## config.mk

```make
export PLATFORM = sky130hd
export DESIGN_NAME = traceback_unit_flat
export DESIGN_NICKNAME = d
export VERILOG_FILES = /design/src/rtl/traceback_unit_pkg.sv /design/src/rtl/traceback_unit_if.sv /design/src/rtl/traceback_unit_dir_lane_select.sv /design/src/rtl/traceback_unit.sv /design/src/flat_wrapper.sv
export SDC_FILE = /design/constraint.sdc
export NUM_CORES = 1
export LEC_CHECK = 0
export CAP_MARGIN = 20
export CORE_MARGIN = 5
export CORE_UTILIZATION = 50
export CTS_CLUSTER_DIAMETER = 100
export DETAILED_ROUTE_END_ITERATION = 10
export PLACE_DENSITY = 0.87
export SYNTH_ARGS = -nofsm -noshare
export SYNTH_HDL_FRONTEND = slang
export SYNTH_SLANG_ARGS = --single-unit
```

## constraint.sdc

```tcl
create_clock -name clk -period 8.2 [get_ports clk]
set_input_delay 1.23 -clock clk [delete_from_list [all_inputs] [get_ports clk]]
set_output_delay 1.23 -clock clk [all_outputs]
set_load 0.02 [all_outputs]
```

## src/rtl/traceback_unit_pkg.sv

```systemverilog
// Shared constants and types for the traceback walker: direction-source
// encodings, alignment op codes, FSM and matrix states.
package traceback_unit_pkg;

    localparam int DIRECTION_WIDTH = 5;

    localparam logic [2:0] DIR_DIAG = 3'd0;
    localparam logic [2:0] DIR_E    = 3'd1;
    localparam logic [2:0] DIR_EH   = 3'd2;
    localparam logic [2:0] DIR_F    = 3'd3;
    localparam logic [2:0] DIR_FH   = 3'd4;
    localparam logic [2:0] DIR_STOP = 3'd5;

    localparam logic [1:0] OP_M = 2'd0;
    localparam logic [1:0] OP_D = 2'd1;
    localparam logic [1:0] OP_I = 2'd2;

    typedef enum logic [2:0] {
        ST_IDLE,
        ST_ISSUE,
        ST_WAIT,
        ST_DECODE,
        ST_EMIT,
        ST_DONE
    } state_e;

    typedef enum logic [2:0] {
        MAT_H,
        MAT_E,
        MAT_EH,
        MAT_F,
        MAT_FH
    } mat_e;

    // Matrix entered from H for a gap source; non-gap sources map to H.
    function automatic mat_e gap_matrix(input logic [2:0] src);
        case (src)
            DIR_E:   return MAT_E;
            DIR_EH:  return MAT_EH;
            DIR_F:   return MAT_F;
            DIR_FH:  return MAT_FH;
            default: return MAT_H;
        endcase
    endfunction

endpackage

```

## src/rtl/traceback_unit_if.sv

```systemverilog
// Valid/ready stream carrying one alignment operation per transfer.
interface traceback_unit_if;
    logic       op_valid;
    logic [1:0] op_code;
    logic       op_ready;

    modport master (output op_valid, output op_code, input op_ready);
    modport slave  (input op_valid, input op_code, output op_ready);
endinterface

```

## src/rtl/traceback_unit_dir_lane_select.sv

```systemverilog
// Picks one 5-bit direction code out of a packed column word; lane 0 sits
// in the most significant field, the last lane in the least significant.
module dir_lane_select
    import traceback_unit_pkg::*;
#(
    parameter int LANES = 16
) (
    input  logic [LANES*DIRECTION_WIDTH-1:0] i_word,
    input  logic [$clog2(LANES)-1:0]         i_lane,
    output logic [DIRECTION_WIDTH-1:0]       o_code
);
    localparam int LW = $clog2(LANES);

    always_comb begin
        o_code = '0;
        for (int l = 0; l < LANES; l++) begin
            if (i_lane == LW'(l)) begin
                o_code = i_word[(LANES-1-l)*DIRECTION_WIDTH +: DIRECTION_WIDTH];
            end
        end
    end
endmodule

```

## src/rtl/traceback_unit.sv

```systemverilog
// Walks stored direction codes from the best cell back to the local-alignment
// start, issuing one SRAM read per step and emitting M/D/I ops downstream.
module traceback_unit
    import traceback_unit_pkg::*;
#(
    parameter int ADDRESS_WIDTH   = 8,
    parameter int MEM_BLOCK_WIDTH = 4,
    parameter int LANES           = 16,
    parameter int RD_LAT          = 2
) (
    input  logic                               clk,
    input  logic                               reset_i,
    input  logic                               start,
    input  logic [ADDRESS_WIDTH-1:0]           tb_x,
    input  logic [ADDRESS_WIDTH-1:0]           tb_y,
    input  logic                               bank_sel,
    input  logic [LANES*DIRECTION_WIDTH-1:0]   column_k0,
    output logic                               use_s1,
    output logic [ADDRESS_WIDTH-1:0]           column_num,
    output logic [MEM_BLOCK_WIDTH-1:0]         mem_block_num,
    traceback_unit_if.master                   op_if,
    output logic                               busy,
    output logic                               done,
    output logic [ADDRESS_WIDTH-1:0]           start_x,
    output logic [ADDRESS_WIDTH-1:0]           start_y
);
    localparam int LANE_W = $clog2(LANES);
    localparam int CNT_W  = $clog2(RD_LAT + 1);

    state_e                       r_state, w_next;
    mat_e                         r_mat, w_mat_nxt;
    logic [ADDRESS_WIDTH-1:0]     r_x, r_y, r_sx, r_sy;
    logic [DIRECTION_WIDTH-1:0]   r_code;
    logic [CNT_W-1:0]             r_wcnt;
    logic                         r_use_s1;

    logic [DIRECTION_WIDTH-1:0]   w_code;
    logic [ADDRESS_WIDTH-1:0]     w_nx, w_ny;
    logic                         w_emit, w_gap, w_stop, w_step_x, w_step_y, w_term, w_hs;
    logic [1:0]                   w_op;

    dir_lane_select #(.LANES(LANES)) u_sel (
        .i_word (column_k0),
        .i_lane (r_y[LANE_W-1:0]),
        .o_code (w_code)
    );

    // Decode of the registered code in the current matrix.
    always_comb begin
        w_emit    = 1'b0;
        w_gap     = 1'b0;
        w_stop    = 1'b0;
        w_step_x  = 1'b0;
        w_step_y  = 1'b0;
        w_op      = OP_M;
        w_mat_nxt = r_mat;
        case (r_mat)
            MAT_H: begin
                if (r_code[2:0] == DIR_DIAG) begin
                    w_emit   = 1'b1;
                    w_step_x = 1'b1;
                    w_step_y = 1'b1;
                end else if (r_code[2:0] <= DIR_FH) begin
                    w_gap     = 1'b1;
                    w_mat_nxt = gap_matrix(r_code[2:0]);
                end else begin
                    w_stop = 1'b1;
                end
            end
            MAT_E, MAT_EH: begin
                w_emit    = 1'b1;
                w_op      = OP_D;
                w_step_x  = 1'b1;
                w_mat_nxt = ((r_mat == MAT_E) ? r_code[3] : r_code[4]) ? r_mat : MAT_H;
            end
            default: begin
                w_emit    = 1'b1;
                w_op      = OP_I;
                w_step_y  = 1'b1;
                w_mat_nxt = ((r_mat == MAT_F) ? r_code[3] : r_code[4]) ? r_mat : MAT_H;
            end
        endcase
    end

    // Saturating steps: a coordinate already at zero stays there.
    assign w_nx   = (w_step_x && r_x != '0) ? r_x - 1'b1 : r_x;
    assign w_ny   = (w_step_y && r_y != '0) ? r_y - 1'b1 : r_y;
    assign w_term = (w_nx == '0) || (w_ny == '0);

    assign op_if.op_valid = (r_state == ST_EMIT) && w_emit;
    assign op_if.op_code  = op_if.op_valid ? w_op : OP_M;
    assign w_hs           = op_if.op_valid && op_if.op_ready;

    always_ff @(posedge clk or negedge reset_i) begin
        if (!reset_i) r_state <= ST_IDLE;
        else          r_state <= w_next;
    end

    always_comb begin
        w_next = r_state;
        case (r_state)
            ST_IDLE:   if (start) w_next = ST_ISSUE;
            ST_ISSUE:  w_next = (RD_LAT > 1) ? ST_WAIT : ST_DECODE;
            ST_WAIT:   if (r_wcnt == CNT_W'(RD_LAT - 2)) w_next = ST_DECODE;
            ST_DECODE: w_next = ST_EMIT;
            ST_EMIT: begin
                if (w_stop)     w_next = ST_DONE;
                else if (w_gap) w_next = ST_ISSUE;
                else if (w_hs)  w_next = w_term ? ST_DONE : ST_ISSUE;
            end
            ST_DONE:   w_next = ST_IDLE;
            default:   w_next = ST_IDLE;
        endcase
    end

    always_ff @(posedge clk or negedge reset_i) begin
        if (!reset_i) begin
            r_mat    <= MAT_H;
            r_x      <= '0;
            r_y      <= '0;
            r_sx     <= '0;
            r_sy     <= '0;
            r_code   <= '0;
            r_wcnt   <= '0;
            r_use_s1 <= 1'b0;
        end else begin
            case (r_state)
                ST_IDLE: if (start) begin
                    r_x      <= tb_x;
                    r_y      <= tb_y;
                    r_use_s1 <= bank_sel;
                    r_mat    <= MAT_H;
                end
                ST_ISSUE:  r_wcnt <= '0;
                ST_WAIT:   r_wcnt <= r_wcnt + 1'b1;
                ST_DECODE: r_code <= w_code;
                ST_EMIT: begin
                    if (w_gap) r_mat <= w_mat_nxt;
                    if (w_stop) begin
                        r_sx <= r_x;
                        r_sy <= r_y;
                    end
                    if (w_hs) begin
                        r_x   <= w_nx;
                        r_y   <= w_ny;
                        r_mat <= w_mat_nxt;
                        if (w_term) begin
                            r_sx <= w_nx;
                            r_sy <= w_ny;
                        end
                    end
                end
                default: ;
            endcase
        end
    end

    assign use_s1        = r_use_s1;
    assign column_num    = r_x;
    assign mem_block_num = r_y[LANE_W +: MEM_BLOCK_WIDTH];
    assign busy          = (r_state != ST_IDLE) && (r_state != ST_DONE);
    assign done          = (r_state == ST_DONE);
    assign start_x       = r_sx;
    assign start_y       = r_sy;
endmodule

```

## src/flat_wrapper.sv

```systemverilog
// flat-port wrapper written by rule: the top's interface ports become plain ports
module traceback_unit_flat import traceback_unit_pkg::*;
#(
    parameter int ADDRESS_WIDTH   = 8,
    parameter int MEM_BLOCK_WIDTH = 4,
    parameter int LANES           = 16,
    parameter int RD_LAT          = 2
)
  (clk, reset_i, start, tb_x, tb_y, bank_sel, column_k0, use_s1, column_num, mem_block_num, busy, done, start_x, start_y, op_if_op_valid, op_if_op_code, op_if_op_ready);
  traceback_unit_if op_if_i ();
  input  logic clk;
  input  logic reset_i;
  input  logic start;
  input  logic [ADDRESS_WIDTH-1:0] tb_x;
  input  logic [ADDRESS_WIDTH-1:0] tb_y;
  input  logic bank_sel;
  input  logic [LANES*DIRECTION_WIDTH-1:0] column_k0;
  output logic use_s1;
  output logic [ADDRESS_WIDTH-1:0] column_num;
  output logic [MEM_BLOCK_WIDTH-1:0] mem_block_num;
  output logic busy;
  output logic done;
  output logic [ADDRESS_WIDTH-1:0] start_x;
  output logic [ADDRESS_WIDTH-1:0] start_y;
  output wire logic [$bits(op_if_i.op_valid)-1:0] op_if_op_valid;
  output wire logic [$bits(op_if_i.op_code)-1:0] op_if_op_code;
  input wire logic [$bits(op_if_i.op_ready)-1:0] op_if_op_ready;
  assign op_if_op_valid = op_if_i.op_valid;
  assign op_if_op_code = op_if_i.op_code;
  assign op_if_i.op_ready = op_if_op_ready;
  traceback_unit #(.ADDRESS_WIDTH(ADDRESS_WIDTH), .MEM_BLOCK_WIDTH(MEM_BLOCK_WIDTH), .LANES(LANES), .RD_LAT(RD_LAT)) u_core (.clk(clk), .reset_i(reset_i), .start(start), .tb_x(tb_x), .tb_y(tb_y), .bank_sel(bank_sel), .column_k0(column_k0), .use_s1(use_s1), .column_num(column_num), .mem_block_num(mem_block_num), .op_if(op_if_i), .busy(busy), .done(done), .start_x(start_x), .start_y(start_y));
endmodule
```

==> impl_metrics.csv <==
group,metric,value,unit
outcome,outcome,"finished clean",
routing,wl_per_cell,18.1,um
synth,avgSynthCellArea,7.93,um^2
routing,drt_iter0_drc,268,
routing,ant_nets,0,
grt,grt_usage,25.3,%
placement,post-place-ws,4970,ps
grt,grt_max_degree,47,
power,seq_power_share,27.4,%
cts,ctsHtreeMaxLevel,2,
finish,final_cells,693,
placement,dpl-instance-area,0.00516,mm^2
power,power_switching,939,uW
sta,hold_ws,519,ps
critical_path,arrival,2240,ps
hold_path,hp-class,"flip-flop to flip-flop",
cts,path_clk_slew,80,ps
die,std_cell_rows,32,
cts,cts_buffers,5,
cts,numClockSinks,46,
critical_path,path_max_fanout,24,
cts,postCtsHoldBufs,0,
critical_path,cp_slowest_cell,"clkdlybuf4s50_1",
die,start_util,51.1,%
synth,synth-edff-count,0,
synth,ys_types,72,
critical_path,worstPathCellList,"nor2_1 -> nand2_1 -> buf_4 -> nor3_1 -> clkdlybuf4s50_1",
cts,clk_latency,310,ps
sta,setup_violations,0,
cts,cts_resized,0,
cts,cts_tree,"built",
power,clockPowerShare,7.8,%
placement,numPortBuffers,134,
routing,routed_wl,12.6,mm
finish,final_cell_mix,"clkdlybuf4s50_1 (133), nand2_1 (47), nor2_1 (46), dfrtp_1 (46), a21oi_1 (44)",
synth,ys_async_sr_fraction,100,%
sta,hold_viol_final,0,
synth,yosys_warnings,0,
job,cap_violations,0,
synth,ys_seq_area_share,29.3,%
placement,dp_cells,684,
power,leakage,2.02,nW
cts,post-cts-setup-buffer-count,0,
die,die-area,0.00973,mm^2
sta,rsz0062_at_grt,"no",
sta,finalCritPeriodShare,42.3,%
routing,first_pass_iters,8,
synth,synth_ff_type,"dfrtp_1",
power,vdd_drop_max,142,uV
die,io-pin-count,135,
synth,postSynthCellCount,495,
finish,final_area,0.00528,mm^2
power,swShare,49.8,%
finish,nets,701,
die,die_y,98.6,um
sta,fin_ws,4730,ps
grt,grt_pass1_vias,4306,
grt,grt_overflow_total,0,
cts,clock_path_buffers,2,
die,die_x,98.6,um
synth,ys_seq_elements,46,
routing,vias_per_cell,6.21,
grt,grt_pass1_wl,20.5,mm
power,intPower,947,uW
synth,syn-num-nets,606,
sta,tns,0,ps
finish,final_layout_size_suffix_gt1_share,6.43,%
sta,fmax,288,MHz
finish,antenna_cells,0,
power,fin_total_pwr,1.89,mW
placement,dp_hpwl,9.55,mm
critical_path,critical_path_class,"flip-flop to output pin",
sta,finalMaxSlewViolations,0,
sta,slew_headroom,38.2,%
power,combinationalPowerShare,64.8,%
synth,mappedNetlistArea,0.00393,mm^2
die,core-area,0.00769,mm^2
sta,tightest_slew,927,ps
cts,clock-root-buffer,"clkbuf_8",
placement,gp_congestion,0.928,
critical_path,cp-end-kind,"output pin",
sta,fin_worst_skew,7.25,ps
finish,utilization,68.6,%
critical_path,cp.required,6970,ps
grt,antenna_found_initial,0,
critical_path,critPathMaxStageDelay,630,ps
finish,area_delta_synth_final,34.3,%
finish,fill_cells,632,
power,power.density,358,mW/mm^2
routing,num_vias,4301,
routing,drcViolationCount,0,
critical_path,cp-start-kind,"flip-flop",
sta,min_period,3470,ps
finish,layout_commonest_cell,"clkdlybuf4s50_1",
[cells by family after synthesis]
group                    synth area share, %
AO/OA/AOI/OAI                           32.0
XOR/XNOR                               0.669
adder cells (fa/ha/maj)                 3.19
buffers and inverters                   8.28
flip-flops                              29.3
multiplexers                            3.98
AND/OR/NAND/NOR                         22.5
[worst max-delay path: cells and delay by family (launching register included)]
family	cells	cell delay (ps)
buffers and inverters	2	860
DFF	1	490
and+or+nand+nor	3	580
[power by group through the flow]
stage	clock network, mW	registers (mW)	logic (mW)
finish	0.147	0.518	1.22
global route	0.158	0.538	1.33
CTS	0.147	0.512	1.21
detailed placement	0	0.518	1.20
global placement	0	0.509	1.17
floorplan	0	0.482	0.859
[cells in the mapped netlist (all sizes together) (3+ instances only)]
| library cell | number | area share (%) |
|---|---|---|
| inv | 21 | 2.0 |
| clkbuf | 33 | 3.2 |
| a221oi | 5 | 1.1 |
| ha | 10 | 3.2 |
| a211oi | 11 | 2.7 |
| o221a | 11 | 3.2 |
| nor3 | 15 | 1.9 |
| or3 | 3 | 0.48 |
| buf | 16 | 3.0 |
| nand4 | 4 | 0.64 |
| mux2i | 7 | 1.8 |
| and2 | 10 | 1.7 |
| mux2 | 3 | 1.1 |
| nor4 | 6 | 1.5 |
| nand3 | 18 | 2.3 |
| a221o | 5 | 1.3 |
| a31oi | 10 | 1.6 |
| and3 | 4 | 0.64 |
| nand2b | 5 | 0.99 |
| nand2 | 47 | 4.5 |
| o2111ai | 4 | 0.89 |
| a22oi | 9 | 1.8 |
| o22ai | 11 | 1.8 |
| nor2 | 46 | 4.4 |
| dfrtp | 46 | 29 |
| o21ai | 36 | 4.6 |
| o31ai | 3 | 0.57 |
| a21oi | 48 | 6.5 |
| o22a | 7 | 1.6 |
[registers in the layout, summed over array words and instances (netlist names)]
name / cells
u_core.column_num: 8
u_core.r_y: 8
u_core.start_x: 8
u_core.start_y: 8
u_core.r_code: 5
u_core.r_mat: 3
u_core.r_state: 3
u_core.r_wcnt: 2
u_core.use_s1: 1
[layout make-up]
class / instances / area [um^2] / area share, %
multi-input combinational: 378 / 2450 / 46.5
timing repair buffer: 137 / 1370 / 26.0
sequential: 46 / 1150 / 21.8
tap: 102 / 128 / 2.42
clock buffer: 7 / 86.3 / 1.64
inverter: 22 / 82.6 / 1.57
clock inverter: 1 / 5.00 / 0.0949
[final timing paths]
check | start | endpoint | slack [ps] | cells past startpoint
max reg2reg | u_core.r_y[0] | u_core.start_y[3] | 4950 | 9
max | u_core.r_state[1] | op_if_op_code[0] | 4730 | 5
min | u_core.use_s1 | u_core.use_s1 | 520 | 1
min reg2reg | u_core.use_s1 | u_core.use_s1 | 520 | 1
min in group asynchronous | reset_i | u_core.r_wcnt[1] | 800 | 1
max in group asynchronous | reset_i | u_core.r_y[4] | 6930 | 2
[metal layers]
layer  wire length [um]  vias to the layer above  global-route usage (%)
li1                   -                     2031                       -
met1               4850                     2017                    29.5
met2               6290                      217                    44.7
met3               1050                       36                    6.44
met4                354                        0                    9.66
met5                  0                        -                       0
(Power assumes the default switching activity.)
